[src/rtl/rf_write_arbiter_pkg.sv]
// rf_write_arbiter_pkg
//   Shared definitions for the register-file write arbiter slice:
//   default address/data widths, the hard-wired zero register index and
//   the requester index constants (datapath = 0, long-latency unit = 1).
package rf_write_arbiter_pkg;

  localparam int ADDR_W_DEF = 5;
  localparam int DATA_W_DEF = 32;

  // Register x0 is hard-wired to zero; writes to it are dropped.
  localparam logic [ADDR_W_DEF-1:0] REG_ZERO = {ADDR_W_DEF{1'b0}};

  // Requester indices, also used as the encoding of the age bit and rr pointer.
  localparam logic REQ_DP = 1'b0;
  localparam logic REQ_LL = 1'b1;

  // Index of the requester that is not idx.
  function automatic logic other_req(input logic idx);
    return (idx == REQ_DP) ? REQ_LL : REQ_DP;
  endfunction

endpackage

[src/rtl/rf_wb_slot.sv]
// rf_wb_slot
//   One-entry writeback holding register with a valid/ready handshake.
//   A write is accepted when in_valid & in_ready. Writes to x0 complete
//   the handshake but are never stored. A granted slot may refill on the
//   same edge it drains.
// Ports:
//   clk, reset          clock, synchronous active-high reset
//   in_valid/in_ready   handshake with the requester
//   in_addr/in_data     incoming destination register and data
//   grant               slot is drained by the arbiter this cycle
//   full, addr, data    current slot contents
//   fill                slot loads a new entry on the coming edge
module rf_wb_slot
  import rf_write_arbiter_pkg::*;
#(
  parameter int ADDR_W = ADDR_W_DEF,
  parameter int DATA_W = DATA_W_DEF
) (
  input  logic              clk,
  input  logic              reset,
  input  logic              in_valid,
  input  logic [ADDR_W-1:0] in_addr,
  input  logic [DATA_W-1:0] in_data,
  input  logic              grant,
  output logic              in_ready,
  output logic              full,
  output logic [ADDR_W-1:0] addr,
  output logic [DATA_W-1:0] data,
  output logic              fill
);

  localparam logic [ADDR_W-1:0] ZERO_A = ADDR_W'(REG_ZERO);

  logic              full_r;
  logic [ADDR_W-1:0] addr_r;
  logic [DATA_W-1:0] data_r;
  logic              ready_s;
  logic              fill_s;

  // Handshake: free when empty or drained this cycle; x0 writes are not stored.
  always_comb begin
    ready_s = ~full_r | grant;
    fill_s  = in_valid & ready_s & (in_addr != ZERO_A);
  end

  // Slot storage: a new fill takes precedence over the drain of the old entry.
  always_ff @(posedge clk) begin
    if (reset) begin
      full_r <= 1'b0;
      addr_r <= {ADDR_W{1'b0}};
      data_r <= {DATA_W{1'b0}};
    end else if (fill_s) begin
      full_r <= 1'b1;
      addr_r <= in_addr;
      data_r <= in_data;
    end else if (grant) begin
      full_r <= 1'b0;
    end
  end

  assign in_ready = ready_s;
  assign fill     = fill_s;
  assign full     = full_r;
  assign addr     = addr_r;
  assign data     = data_r;

endmodule

[src/rtl/rf_write_arbiter.sv]
// rf_write_arbiter
//   Shares the register file's single write port between the main datapath
//   writeback (requester 0) and the long-latency unit (requester 1).
//   Each requester owns a one-entry slot. Each cycle one full slot is
//   granted: a lone full slot wins; with both full, equal addresses go to
//   the older slot (arrival order) and different addresses go to the
//   round-robin pointer, which then moves to the loser. The grant loads
//   the registered write port, so RegWrite pulses for one cycle.
//   A combinational query reports whether a write to q_addr is in flight
//   and forwards the youngest such data.
// Ports:
//   clk, reset                         clock, synchronous active-high reset
//   reqN_valid/ready/addr/data         requester handshakes (N = 0, 1)
//   RegWrite/Write_register/Write_data registered register-file write port
//   q_addr/q_pending/q_data            hazard query
module rf_write_arbiter
  import rf_write_arbiter_pkg::*;
#(
  parameter int ADDR_W = ADDR_W_DEF,
  parameter int DATA_W = DATA_W_DEF
) (
  input  logic              clk,
  input  logic              reset,
  input  logic              req0_valid,
  output logic              req0_ready,
  input  logic [ADDR_W-1:0] req0_addr,
  input  logic [DATA_W-1:0] req0_data,
  input  logic              req1_valid,
  output logic              req1_ready,
  input  logic [ADDR_W-1:0] req1_addr,
  input  logic [DATA_W-1:0] req1_data,
  output logic              RegWrite,
  output logic [ADDR_W-1:0] Write_register,
  output logic [DATA_W-1:0] Write_data,
  input  logic [ADDR_W-1:0] q_addr,
  output logic              q_pending,
  output logic [DATA_W-1:0] q_data
);

  localparam logic [ADDR_W-1:0] ZERO_A = ADDR_W'(REG_ZERO);

  logic              full0_s, full1_s, fill0_s, fill1_s;
  logic [ADDR_W-1:0] addr0_s, addr1_s;
  logic [DATA_W-1:0] data0_s, data1_s;
  logic              grant0_s, grant1_s, contested_s, win_s;
  logic              age_r;  // index of the slot filled first
  logic              rr_r;   // requester favoured on the next contested grant
  logic              age_nxt_s, rr_nxt_s;
  logic              reg_write_r;
  logic [ADDR_W-1:0] wr_addr_r;
  logic [DATA_W-1:0] wr_data_r;
  logic              hit_out_s, hit0_s, hit1_s, hit_yng_s, hit_old_s;
  logic [DATA_W-1:0] data_yng_s, data_old_s;

  rf_wb_slot #(.ADDR_W(ADDR_W), .DATA_W(DATA_W)) u_slot0 (
    .clk      (clk),
    .reset    (reset),
    .in_valid (req0_valid),
    .in_addr  (req0_addr),
    .in_data  (req0_data),
    .grant    (grant0_s),
    .in_ready (req0_ready),
    .full     (full0_s),
    .addr     (addr0_s),
    .data     (data0_s),
    .fill     (fill0_s)
  );

  rf_wb_slot #(.ADDR_W(ADDR_W), .DATA_W(DATA_W)) u_slot1 (
    .clk      (clk),
    .reset    (reset),
    .in_valid (req1_valid),
    .in_addr  (req1_addr),
    .in_data  (req1_data),
    .grant    (grant1_s),
    .in_ready (req1_ready),
    .full     (full1_s),
    .addr     (addr1_s),
    .data     (data1_s),
    .fill     (fill1_s)
  );

  // Grant selection: lone slot wins; same register -> older; else rr pointer.
  always_comb begin
    grant0_s    = 1'b0;
    grant1_s    = 1'b0;
    win_s       = REQ_DP;
    contested_s = full0_s & full1_s;
    if (contested_s) begin
      if (addr0_s == addr1_s) begin
        win_s = age_r;
      end else begin
        win_s = rr_r;
      end
      grant0_s = (win_s == REQ_DP);
      grant1_s = (win_s == REQ_LL);
    end else if (full0_s) begin
      win_s    = REQ_DP;
      grant0_s = 1'b1;
    end else if (full1_s) begin
      win_s    = REQ_LL;
      grant1_s = 1'b1;
    end else begin
      win_s = REQ_DP;
    end
  end

  // Next age/rr: a fresh fill is younger than a slot that stays occupied.
  always_comb begin
    age_nxt_s = age_r;
    rr_nxt_s  = rr_r;
    if (contested_s) begin
      rr_nxt_s = other_req(win_s);
    end else begin
      rr_nxt_s = rr_r;
    end
    if (fill0_s & fill1_s) begin
      age_nxt_s = REQ_DP;
    end else if (fill0_s) begin
      age_nxt_s = (full1_s & ~grant1_s) ? REQ_LL : REQ_DP;
    end else if (fill1_s) begin
      age_nxt_s = (full0_s & ~grant0_s) ? REQ_DP : REQ_LL;
    end else begin
      age_nxt_s = age_r;
    end
  end

  // Age and round-robin state.
  always_ff @(posedge clk) begin
    if (reset) begin
      age_r <= REQ_DP;
      rr_r  <= REQ_DP;
    end else begin
      age_r <= age_nxt_s;
      rr_r  <= rr_nxt_s;
    end
  end

  // Registered write port: loads on a grant, otherwise holds address/data.
  always_ff @(posedge clk) begin
    if (reset) begin
      reg_write_r <= 1'b0;
      wr_addr_r   <= {ADDR_W{1'b0}};
      wr_data_r   <= {DATA_W{1'b0}};
    end else if (grant0_s | grant1_s) begin
      reg_write_r <= 1'b1;
      wr_addr_r   <= (win_s == REQ_LL) ? addr1_s : addr0_s;
      wr_data_r   <= (win_s == REQ_LL) ? data1_s : data0_s;
    end else begin
      reg_write_r <= 1'b0;
    end
  end

  // Hazard query: youngest slot, then older slot, then the write port.
  always_comb begin
    hit_out_s  = reg_write_r & (wr_addr_r == q_addr);
    hit0_s     = full0_s & (addr0_s == q_addr);
    hit1_s     = full1_s & (addr1_s == q_addr);
    hit_yng_s  = (age_r == REQ_DP) ? hit1_s : hit0_s;
    hit_old_s  = (age_r == REQ_DP) ? hit0_s : hit1_s;
    data_yng_s = (age_r == REQ_DP) ? data1_s : data0_s;
    data_old_s = (age_r == REQ_DP) ? data0_s : data1_s;
    q_pending  = 1'b0;
    q_data     = {DATA_W{1'b0}};
    if (q_addr == ZERO_A) begin
      q_pending = 1'b0;
    end else if (hit_yng_s) begin
      q_pending = 1'b1;
      q_data    = data_yng_s;
    end else if (hit_old_s) begin
      q_pending = 1'b1;
      q_data    = data_old_s;
    end else if (hit_out_s) begin
      q_pending = 1'b1;
      q_data    = wr_data_r;
    end else begin
      q_pending = 1'b0;
    end
  end

  assign RegWrite       = reg_write_r;
  assign Write_register = wr_addr_r;
  assign Write_data     = wr_data_r;

endmodule

[config.mk]
export PLATFORM = sky130hd
export DESIGN_NAME = rf_write_arbiter
export DESIGN_NICKNAME = d
export VERILOG_FILES = /design/src/rtl/rf_write_arbiter_pkg.sv /design/src/rtl/rf_wb_slot.sv /design/src/rtl/rf_write_arbiter.sv
export SDC_FILE = /design/constraint.sdc
export NUM_CORES = 1
export LEC_CHECK = 0
export CELL_PAD_IN_SITES_DETAIL_PLACEMENT = 1
export CELL_PAD_IN_SITES_GLOBAL_PLACEMENT = 1
export CORE_MARGIN = 3
export CORE_UTILIZATION = 39
export CTS_CLUSTER_DIAMETER = 40
export DETAILED_ROUTE_END_ITERATION = 16
export HOLD_SLACK_MARGIN = 0.12
export PLACE_DENSITY = 0.84
export SLEW_MARGIN = 20
export SYNTH_ARGS = -nofsm -noshare
export SYNTH_HDL_FRONTEND = slang
export SYNTH_SLANG_ARGS = --single-unit
[constraint.sdc]
create_clock -name clk -period 3.1 [get_ports clk]
set_input_delay 0.465 -clock clk [delete_from_list [all_inputs] [get_ports clk]]
set_output_delay 0.465 -clock clk [all_outputs]
set_load 0.03 [all_outputs]
==> impl_metrics.ini <==
[layout]
nets = 1027
antennaDiodeCount = 0
area_growth_syn_to_layout_pct = 41.3
drive_gt1_share_pct = 18.0
finish.instance_area_mm2 = 0.00878

[yosys]
synth-seq-cells = 116
synth_largest_area_cell = dfxtp_1
synthSimpleGateAreaFrac_pct = 13.5
synth_seq_area_share_pct = 37.4
synthMuxAreaShare_pct = 5.96
yosysWarnings = 0
avgSynthCellArea_um2 = 7.80
synth_compound_area_share_pct = 32.0
synthArstFlopShare_pct = 0
synthTopCellsByCount = 116 x dfxtp_1, 108 x a21oi_1, 87 x nand2_1, 87 x o21ai_0, 65 x nand3_1
synth_top_family_by_area = compound AO/OA/AOI/OAI gates
synth.area.top_cells = dfxtp_1 37%, a21oi_1 8.7%, o21ai_0 7.0%
synth_adder_area_share_pct = 0
syn-num-nets = 879
synthCells = 796
synth_xor_area_share_pct = 2.82
post-synth-top-count-cell = dfxtp_1
ys_types = 42
synth_top_area_share_pct = 37.4
synth_ff_type = dfxtp_1
synth_edf_count = 0
syn-cell-area_mm2 = 0.00621

[detailed_routing]
first_iter_violations = 442
first_pass_iters = 6
wl_mm = 25.9
ant_nets = 0
routed_via_density = 5.91
detail_route.wl_per_cell_um = 22.1
via_count = 6908
drc = 0

[sta]
worst_slack_ns = 0.0827
tns_ns = 0
maxSlewHeadroom_pct = 27.6
slew_viol_final = 0
finalSetupViolations = 0
rsz0062_at_grt = yes
period_needed_ns = 3.02
post-route-period-util_pct = 97.3
skew_ns = 0.00797
tightest_slew_ns = 1.08
fmax_ghz = 0.331
hold_viol_final = 0

[setup_path]
crit_top_cell = buf_12
crit_fanout = 17
slowest_stage = clkdlybuf4s15_1
startpoint_type = primary input
r2r_cells = 6
cp.depth = 10
critPathTopFamily = buffers and inverters
crit_path_end_kind = output pin
max_stage_delay_ns = 0.29
crit_chain = clkdlybuf4s15_1 > xor2_1 > nor4_4 > nand3_2 > a211oi_4 > buf_12 > buf_12 > nand2_1 > a211oi_1 > buf_4
critPathRequiredTime_ns = 2.63
crit_type = in -> out
worstPathArrival_ns = 2.55
path_buf_inv = 4

[clock_tree]
clkLatencyLatePin_ns = 0.42
cts_buffer_depth = 2
cts_max_level = 4
postCtsHoldBufs = 0
cts_tree = done
cts_root_buf = clkbuf_16
cts.sinks = 116
clk_pin_slew_ns = 0.05
numCtsBuffers = 17

[floorplanning]
core-area_mm2 = 0.0154
die_width_um = 132
rows = 45
io_pins = 156
floorplan.initialDensity_pct = 40.4
die-area_mm2 = 0.0175
fp.dieH_um = 132

[power]
p_leak_nw = 3.40
ir_drop_mv = 0.427
powerDensity_mw_per_mm2 = 490

[global_route]
grtUsageMet3_pct = 5.99
grt_max_degree = 41
grt_pass1_wl_mm = 40.3
antenna_found_initial = 0
grt-busiest-layer = met2
grt_use_total_pct = 28.9
grt.overflow.total = 0
first_global_vias = 7190
grt.met1_usage_pct = 35.9
gr-usage-met2_pct = 49.7

[outcome]
status = finished clean

[placed_design]
gp_congestion = 0.821
hpwl_mm = 17.1
io_buffers = 155
pre_cts_ws_ns = -0.200
dpl-instance-area_mm2 = 0.00815

[worst_hold_path]
hold_path_depth = 2
hp-class = in -> reg

[run]
cap_violations = 0
[metal layers]
layer | vias to the layer above | part of all wire (%) | routed length (um)
met5 | - | 0 | 0
met4 | 0 | 2.6 | 679
met3 | 52 | 5.8 | 1490
met2 | 263 | 49 | 12700
met1 | 3429 | 42 | 10900
li1 | 3164 | - | -
[registers in the layout, summed over array words and instances, names as in the netlist]
register        cells
u_slot0.full        1
u_slot0.addr        5
age_r               1
Write_register      5
rr_r                1
u_slot1.full        1
u_slot1.addr        5
u_slot0.data       32
Write_data         32
RegWrite            1
u_slot1.data       32
[kinds of logic (layout without fill, tap and decap cells)]
group,after synthesis,count (layout)
simple gates,182,182
flops,116,116
mux,37,37
buf+inv,114,275
compound gates,327,327
xor+xnor,20,20
[cell type report]
type	count	area, um^2
tap	211	264
multi-input combinational	566	3440
sequential	116	2330
timing repair buffer	207	2000
fill	1855	6590
clock inverter	9	100
clock buffer	23	498
inverter	36	135
[metrics by stage]
step	total power [mW]	utilization (%)	hold WS (ns)	cells
global route	4.43	57.1	0.422	1168
CTS	4.31	56.9	0.381	1168
global placement	2.30	53.0	0.464	1135
detailed placement	2.32	53.0	0.460	1135
finish	4.30	57.1	0.405	1168
floorplan	2.00	-	0.461	796
[cells in the final DEF (no fill, tap or decap), types with 3 or more instances in the layout]
master           count
inv_1               36
a211oi_2            28
a211oi_1             3
clkbuf_16           17
nor2_1               5
o21ai_0             87
xnor2_1             12
mux2i_1             37
buf_12              12
nand3_2              3
nand3_1             64
buf_4               72
nand2_1             87
a21oi_1            108
nor3_1               6
dfxtp_2              7
clkbuf_8             5
xor2_1               7
o21ai_1             25
clkinv_2             5
clkdlybuf4s50_1    115
o22ai_1             62
dlygate4sd2_1        4
dfxtp_1            109
[worst paths after layout]
check	slack, ns	startpoint	endpoint
worst max-delay path	0.08	q_addr[4]	q_data[1]
worst min-delay path	0.40	reset	u_slot1.data[0]
worst max register to register	0.52	u_slot1.addr[1]	age_r
worst min register to register	0.47	Write_data[25]	Write_data[25]
[timing repair]
item	4_1_cts	5_1_grt
resized for setup	7	10
setup endpoints to repair	33	23
pin swaps	3	2
buffers inserted	1	0
[power breakdown]
part | internal (mW) | leakage [nW] | total (mW) | switching, mW
clock | 1.28 | 0.295 | 2.00 | 0.718
sequential | 1.58 | 0.954 | 1.67 | 0.0904
combinational | 0.278 | 2.16 | 0.637 | 0.359
total | 3.13 | 3.40 | 4.30 | 1.17
(Power assumes the default switching activity.)
